===== src/rtl/idv_osc_meas_ctl_if.sv =====
// Register-side and bank-side signals of the IDV oscillator measurement controller.
// The controller is the slave; the IDV register/TAP block (and bank output) form the master side.
interface idv_osc_meas_ctl_if #(
  parameter int unsigned CNT_W = 24,
  parameter int unsigned WIN_W = 16
);
  logic             start;
  logic             abort;
  logic [5:0]       osc_sel;
  logic [WIN_W-1:0] window;
  logic             hfbank;
  logic [63:1]      enosc;
  logic             sleep_b;
  logic             busy;
  logic             done;
  logic             err_sel;
  logic [CNT_W-1:0] count;
  logic             overflow;

  modport slave (
    input  start, abort, osc_sel, window, hfbank,
    output enosc, sleep_b, busy, done, err_sel, count, overflow
  );

  modport master (
    output start, abort, osc_sel, window, hfbank,
    input  enosc, sleep_b, busy, done, err_sel, count, overflow
  );
endinterface


===== src/rtl/idv_osc_meas_ctl.sv =====
// IDV oscillator measurement controller: enables one bank oscillator, lets it settle,
// then counts synchronized rising edges of the bank output over a programmable window.
module idv_osc_meas_ctl #(
  parameter int unsigned CNT_W      = 24,
  parameter int unsigned WIN_W      = 16,
  parameter int unsigned SETTLE_CYC = 8,
  parameter logic [62:0] VALID_MASK = 63'h000F_01FF_003F_FFFF
) (
  input logic               clk,
  input logic               rst_b,
  idv_osc_meas_ctl_if.slave bus
);

  typedef enum logic [1:0] {
    ST_IDLE,
    ST_SETTLE,
    ST_MEASURE,
    ST_DONE
  } state_e;

  localparam int unsigned SET_W = (SETTLE_CYC > 1) ? $clog2(SETTLE_CYC) : 1;
  localparam int unsigned TMR_W = (WIN_W > SET_W) ? WIN_W : SET_W;
  // One timer serves both phases; it is loaded with (length - 1) and ends at zero.
  localparam logic [TMR_W-1:0] SETTLE_LD = TMR_W'((SETTLE_CYC > 0) ? (SETTLE_CYC - 1) : 0);
  localparam logic [CNT_W-1:0] CNT_MAX   = '1;

  state_e           state_q, state_d;
  logic [5:0]       sel_q, sel_d;
  logic [WIN_W-1:0] window_q, window_d;
  logic [TMR_W-1:0] tmr_q, tmr_d;
  logic             sync1_q, sync2_q, hist_q;
  logic [CNT_W-1:0] count_q, count_d;
  logic             ovf_q, ovf_d;
  logic             err_q, err_d;
  logic [63:1]      enosc_q, enosc_d;
  logic             sleep_q, sleep_d;
  logic             busy_q, busy_d;
  logic             done_q, done_d;

  logic             sel_ok;
  logic             edge_det;
  logic             run_d;
  logic [WIN_W-1:0] win_ld;

  assign sel_ok   = (bus.osc_sel != 6'd0) && VALID_MASK[bus.osc_sel - 6'd1];
  assign edge_det = sync2_q & ~hist_q;
  // A zero window still measures for one cycle.
  assign win_ld   = (window_q == '0) ? '0 : (window_q - 1'b1);

  always_comb begin
    state_d  = state_q;
    sel_d    = sel_q;
    window_d = window_q;
    tmr_d    = tmr_q;
    count_d  = count_q;
    ovf_d    = ovf_q;
    err_d    = err_q;

    unique case (state_q)
      ST_IDLE: begin
        if (bus.start) begin
          count_d = '0;
          ovf_d   = 1'b0;
          if (sel_ok) begin
            sel_d    = bus.osc_sel;
            window_d = bus.window;
            err_d    = 1'b0;
            tmr_d    = SETTLE_LD;
            state_d  = ST_SETTLE;
          end else begin
            err_d   = 1'b1;
            state_d = ST_DONE;
          end
        end
      end

      ST_SETTLE: begin
        if (tmr_q == '0) begin
          tmr_d   = TMR_W'(win_ld);
          state_d = ST_MEASURE;
        end else begin
          tmr_d = tmr_q - 1'b1;
        end
      end

      ST_MEASURE: begin
        if (edge_det) begin
          if (count_q == CNT_MAX) begin
            ovf_d = 1'b1;
          end else begin
            count_d = count_q + 1'b1;
          end
        end
        if (tmr_q == '0) begin
          state_d = ST_DONE;
        end else begin
          tmr_d = tmr_q - 1'b1;
        end
      end

      ST_DONE: begin
        state_d = ST_IDLE;
      end

      default: begin
        state_d = ST_IDLE;
      end
    endcase

    if (bus.abort && (state_q != ST_IDLE)) begin
      state_d = ST_IDLE;
    end

    // Outputs are registered, so they are decoded from the next state.
    run_d   = (state_d == ST_SETTLE) || (state_d == ST_MEASURE);
    sleep_d = run_d;
    busy_d  = (state_d != ST_IDLE);
    done_d  = (state_d == ST_DONE);
  end

  for (genvar gi = 1; gi <= 63; gi++) begin : g_enosc
    assign enosc_d[gi] = run_d && (sel_d == 6'(gi));
  end

  always_ff @(posedge clk or negedge rst_b) begin
    if (!rst_b) begin
      state_q  <= ST_IDLE;
      sel_q    <= '0;
      window_q <= '0;
      tmr_q    <= '0;
      sync1_q  <= 1'b1;
      sync2_q  <= 1'b1;
      hist_q   <= 1'b1;
      count_q  <= '0;
      ovf_q    <= 1'b0;
      err_q    <= 1'b0;
      enosc_q  <= '0;
      sleep_q  <= 1'b0;
      busy_q   <= 1'b0;
      done_q   <= 1'b0;
    end else begin
      state_q  <= state_d;
      sel_q    <= sel_d;
      window_q <= window_d;
      tmr_q    <= tmr_d;
      sync1_q  <= bus.hfbank;
      sync2_q  <= sync1_q;
      hist_q   <= sync2_q;
      count_q  <= count_d;
      ovf_q    <= ovf_d;
      err_q    <= err_d;
      enosc_q  <= enosc_d;
      sleep_q  <= sleep_d;
      busy_q   <= busy_d;
      done_q   <= done_d;
    end
  end

  assign bus.enosc    = enosc_q;
  assign bus.sleep_b  = sleep_q;
  assign bus.busy     = busy_q;
  assign bus.done     = done_q;
  assign bus.err_sel  = err_q;
  assign bus.count    = count_q;
  assign bus.overflow = ovf_q;

  a_enosc_onehot : assert property (@(posedge clk) disable iff (!rst_b) $onehot0(bus.enosc));
  a_done_pulse   : assert property (@(posedge clk) disable iff (!rst_b) bus.done |=> !bus.done);
  a_sleep_match  : assert property (@(posedge clk) disable iff (!rst_b) bus.sleep_b == (|bus.enosc));

endmodule


===== src/flat_wrapper.sv =====
// flat-port wrapper written by rule: the top's interface ports become plain ports
module idv_osc_meas_ctl_flat 
#(
  parameter int unsigned CNT_W      = 24,
  parameter int unsigned WIN_W      = 16,
  parameter int unsigned SETTLE_CYC = 8,
  parameter logic [62:0] VALID_MASK = 63'h000F_01FF_003F_FFFF
)
  (clk, rst_b, bus_start, bus_abort, bus_osc_sel, bus_window, bus_hfbank, bus_enosc, bus_sleep_b, bus_busy, bus_done, bus_err_sel, bus_count, bus_overflow);
  idv_osc_meas_ctl_if #(.CNT_W(CNT_W), .WIN_W(WIN_W)) bus_i ();
  input logic clk;
  input logic rst_b;
  input wire logic [$bits(bus_i.start)-1:0] bus_start;
  input wire logic [$bits(bus_i.abort)-1:0] bus_abort;
  input wire logic [$bits(bus_i.osc_sel)-1:0] bus_osc_sel;
  input wire logic [$bits(bus_i.window)-1:0] bus_window;
  input wire logic [$bits(bus_i.hfbank)-1:0] bus_hfbank;
  output wire logic [$bits(bus_i.enosc)-1:0] bus_enosc;
  output wire logic [$bits(bus_i.sleep_b)-1:0] bus_sleep_b;
  output wire logic [$bits(bus_i.busy)-1:0] bus_busy;
  output wire logic [$bits(bus_i.done)-1:0] bus_done;
  output wire logic [$bits(bus_i.err_sel)-1:0] bus_err_sel;
  output wire logic [$bits(bus_i.count)-1:0] bus_count;
  output wire logic [$bits(bus_i.overflow)-1:0] bus_overflow;
  assign bus_i.start = bus_start;
  assign bus_i.abort = bus_abort;
  assign bus_i.osc_sel = bus_osc_sel;
  assign bus_i.window = bus_window;
  assign bus_i.hfbank = bus_hfbank;
  assign bus_enosc = bus_i.enosc;
  assign bus_sleep_b = bus_i.sleep_b;
  assign bus_busy = bus_i.busy;
  assign bus_done = bus_i.done;
  assign bus_err_sel = bus_i.err_sel;
  assign bus_count = bus_i.count;
  assign bus_overflow = bus_i.overflow;
  idv_osc_meas_ctl #(.CNT_W(CNT_W), .WIN_W(WIN_W), .SETTLE_CYC(SETTLE_CYC), .VALID_MASK(VALID_MASK)) u_core (.clk(clk), .rst_b(rst_b), .bus(bus_i));
endmodule

===== config.mk =====
export PLATFORM = sky130hd
export DESIGN_NAME = idv_osc_meas_ctl_flat
export DESIGN_NICKNAME = d
export VERILOG_FILES = /design/src/rtl/idv_osc_meas_ctl_if.sv /design/src/rtl/idv_osc_meas_ctl.sv /design/src/flat_wrapper.sv
export SDC_FILE = /design/constraint.sdc
export NUM_CORES = 1
export LEC_CHECK = 0
export BUFFER_PORTS_ARGS = -buffer_cell sky130_fd_sc_hd__buf_2
export CORE_UTILIZATION = 57
export CTS_CLUSTER_SIZE = 12
export DETAILED_ROUTE_END_ITERATION = 8
export PLACE_DENSITY = 0.81
export SETUP_SLACK_MARGIN = 0.4
export SKIP_LAST_GASP = 1
export SYNTH_ARGS = -nofsm -noshare
export SYNTH_HDL_FRONTEND = slang
export SYNTH_SLANG_ARGS = --single-unit

===== constraint.sdc =====
create_clock -name clk -period 3.44 [get_ports clk]
set_input_delay 0.688 -clock clk [delete_from_list [all_inputs] [get_ports clk]]
set_output_delay 0.688 -clock clk [all_outputs]
set_load 0.05 [all_outputs]

==> results by group <==
Layout
  • Synth-to-layout area growth: 24.1%
  • Antenna cell count: 0
  • Fill count: 854
  • Nets@finish: roughly 870
  • Cell area after layout: a little under 0.009 sq mm
  • Share of cells above drive strength 1: 0.330
  • Post-layout util: 0.725

Floorplan
  • Initial core utilization: 0.584
  • CORE AREA: 0.0120 sq mm
  • IO Pins: 119
  • Die width: 113 um
  • FP Rows: 40
  • Die ar.: about 0.013 sq mm
  • Die H: 113 um

Power
  • Sw Share: 0.394
  • Leak pwr: 4.03 nW
  • Comb pwr share: 0.374
  • Internal power: 3.96 mW
  • Maximum vdd ir drop: slightly above 600 uV
  • Clock share of power: 0.296
  • Power per Cell Area: approximately 750 mW/mm^2
  • Sequential power share: 0.330
  • NetSw: approximately 2.6 mW

GRT
  • Vias in the first global route: between 5000 and 6000
  • Total global-route track usage: 0.293
  • First-pass GRT wire length: 29200 um
  • Initial antenna violation count: 0
  • Largest net degree at the start of global routing: 112
  • Congestion Overflow GR: 0

Worst setup path
  • Req. time, crit path: 3.76 ns
  • Top cell family by delay on the critical path: simple AND/OR/NAND/NOR gates
  • Arr. time, crit path: 3.38 ns
  • Setup crit end kind: flop
  • R2r setup slk: 0.37 ns
  • Worst-path maximum fanout: 5
  • Slowest cell delay on critical path: between 0.5 and 0.6 ns
  • CP Launch Type: flop
  • Worst Path Class, Setup: reg2reg
  • Slowest-stage cell, CP: or4_4
  • WP buf/inv: 1
  • Cells along the critical path: or4_4 -> and4bb_4 -> o21ai_2 -> a211oi_2 -> a31oi_2 -> ha_4 -> buf_1 -> nand3_2 -> nor2_2 -> nand3_1 -> o31ai_1

Clock tree
  • Clock latency at the later pin of the worst-skew pair: about 0.43 ns
  • # hold bufs at CTS: 0
  • Clock sinks: 135
  • Clk Tree Root Cell: clkbuf_16
  • CTS Buffer Depth: 2
  • Clock buffer count from CTS: 17
  • Clock slew at reported path FFs: 0.06 ns
  • TritonCTS clock tree: done
  • Htree depth: 4

Route
  • Avg WL per Cell: 18.6 um
  • Routed via count: 6121
  • WL met2: 8550 um
  • # DRC: 0
  • Pre-antenna DRT Iters: 5
  • Post-DR vias/cell: 6.21
  • Final WL: 18300 um
  • Iter 0 DRT Violations: 792
  • Top sig layer: met4
  • DRT antenna net count: 0
  • Met1 Wirelength: 8060 um
  • Met3 Wirelength: ~1300 um

Yosys
  • Synth area leaders: dfrtp_1, o31ai_1, nand3_1
  • Register area share after synthesis: 0.482
  • Synth top area share: 0.471
  • Syn Area/Cell: 10.1 sq um
  • Synthesis-stage register bit count: 135
  • EDFF count, synth: 0
  • Mapped Cells: approximately 700
  • Ys async rst share: 1.00
  • Ys flop type: dfrtp_1
  • Synth Warn #: 0
  • Syn_nets: 736
  • Post-synth cell types: 72
  • Synth Cell Area: around 0.0070 sq mm
  • Biggest area consumer among synthesized cells: dfrtp_1

Outcome
  • Status: finished clean

Place
  • Gpl congestion: about 0.87
  • Post-DP HPWL: 12200 um
  • Area after DPL: 0.00779 sq mm
  • Buffers on Ports: 118

Timing
  • Worst Tran Pin Value: 0.783 ns
  • Final setup viols: 0
  • Tmin final: 3.07 ns
  • Fin. max-slew vios: 0
  • Fmax: about 330 MHz
  • Slew headroom: 0.477
  • Setup Skew: around 0.0076 ns
  • RSZ-0062 raised after global routing: yes
  • Fin. Hold Viols: 0
  • Period utilisation layout: 0.891

Job
  • Max_cap viols: 0

Min path
  • HP Class: in2async
-- worst reg2reg max path: cells and delay by family, from the launching register on --
kind,cells,cell delay (ns)
and+or+nand+nor,5,1.48
AOI/OAI and AO/OA,4,0.56
DFF,1,0.37
buffers and inverters,1,0.24
adders and majority gates,1,0.32
-- through the flow --
step | hold slack, ns | worst slack [ns] | setup TNS [ns] | cells | total power, mW
2_1_floorplan | 0.345 | 0.346 | 0 | 695 | 3.80
3_3_place_gp | 0.355 | 0.143 | 0 | 938 | 4.18
3_5_place_dp | 0.358 | -0.0553 | -0.282 | 938 | 4.27
4_1_cts | 0.301 | 0.376 | 0 | 980 | 6.39
5_1_grt | 0.332 | 0.302 | 0 | 986 | 6.85
6_report | 0.280 | 0.374 | 0 | 986 | 6.55
-- path summary, 6_finish.rpt --
| path | start | endpoint | depth (start not counted) |
|---|---|---|---|
| hold / removal | rst_b | u_core.bus.enosc[35] | 1 |
| min in group clk | bus_hfbank | u_core.sync1_q | 1 |
| max in group asynchronous | rst_b | u_core.tmr_q[8] | 2 |
| hold reg to reg | u_core.sync2_q | u_core.hist_q | 0 |
| setup / recovery | u_core.tmr_q[11] | u_core.bus.enosc[41] | 11 |
| setup reg to reg | u_core.tmr_q[11] | u_core.bus.enosc[41] | 11 |
-- flip-flops by register name, indices dropped and copies added (netlist names) --
signal	count
u_core.bus.busy	1
u_core.bus.count	24
u_core.bus.done	1
u_core.bus.enosc	63
u_core.bus.err_sel	1
u_core.bus.overflow	1
u_core.bus.sleep_b	1
u_core.hist_q	1
u_core.sel_q	6
u_core.state_q	2
u_core.sync1_q	1
u_core.sync2_q	1
u_core.tmr_q	16
u_core.window_q	16
-- final cells by class --
| type | count | area [sq um] | share of cell area |
|---|---|---|---|
| clock inverter | 14 | 196 | 0.0226 |
| sequential | 135 | 3380 | 0.389 |
| multi-input combinational | 495 | 3500 | 0.402 |
| tap | 147 | 184 | 0.0211 |
| timing repair buffer | 155 | 908 | 0.104 |
| inverter | 22 | 95.1 | 0.0109 |
| clock buffer | 18 | 439 | 0.0504 |
-- per-layer routing --
metal / global-route usage / up-vias
li1: - / 2795
met1: 0.418 / 2975
met2: 0.442 / 306
met3: 0.0605 / 45
met4: 0.118 / 0
met5: 0 / -
-- power by group through the flow --
stage,logic (mW),registers [mW],clock network (mW)
2_1_floorplan,1.50,2.31,0
3_3_place_gp,2.03,2.15,0
3_5_place_dp,2.10,2.16,0
4_1_cts,2.30,2.14,1.96
5_1_grt,2.62,2.20,2.03
6_report,2.45,2.16,1.94
-- timing repair --
action,4_1_cts,5_1_grt
resized for setup,11,24
pin swaps,8,6
cloned,0,0
setup endpoints to repair,50,47
buffers inserted,10,6
-- layout by cell type, fill, tap and decap left out, types with 4 or more instances in the layout --
cell,netlist,layout
dfrtp_1,132,130
buf_2,10,117
nand3_1,64,62
nor2_1,61,56
nand2_1,44,39
o31ai_1,48,39
buf_4,8,33
nand4_1,26,26
xnor2_1,21,21
mux2_2,21,21
inv_1,22,20
o21ai_0,21,20
xor2_1,19,19
clkbuf_16,0,17
nor3_1,15,13
ha_1,14,12
a21oi_1,11,11
o22ai_1,10,10
o31ai_2,0,9
nor2b_1,10,8
or3_1,8,8
o21ai_1,8,8
or4_1,7,7
nand2b_1,6,6
and3_1,6,6
nor4_1,6,6
nand3b_1,4,4
nor2_2,0,4
bufinv_16,0,4
-- cell usage after synthesis (all sizes together) (2+ instances only) --
| library cell | instances |
|---|---|
| a2111oi | 3 |
| a21oi | 12 |
| a31oi | 3 |
| a41o | 2 |
| and2 | 3 |
| and3 | 7 |
| and4 | 4 |
| buf | 23 |
| clkbuf | 20 |
| dfrtp | 132 |
| dfstp | 3 |
| ha | 14 |
| inv | 22 |
| mux2 | 23 |
| nand2 | 45 |
| nand2b | 6 |
| nand3 | 64 |
| nand3b | 4 |
| nand4 | 26 |
| nor2 | 61 |
| nor2b | 10 |
| nor3 | 18 |
| nor4 | 7 |
| nor4b | 3 |
| o211ai | 2 |
| o21a | 3 |
| o21ai | 29 |
| o21bai | 2 |
| o221ai | 2 |
| o22ai | 11 |
| o31ai | 48 |
| o41ai | 5 |
| or2 | 4 |
| or3 | 8 |
| or3b | 2 |
| or4 | 9 |
| xnor2 | 21 |
| xor2 | 19 |
-- kinds of logic (layout without fill, tap and decap cells) --
group           after synthesis  after routing  synth area share
xor+xnor                     40             40            0.0500
mux                          23             23            0.0375
buf+inv                      65            209            0.0478
fa+ha+maj                    14             14            0.0250
flops                       135            135             0.482
simple gates                287            287             0.219
compound gates              131            131             0.139
No activity file was read; power rests on OpenSTA's default activity.
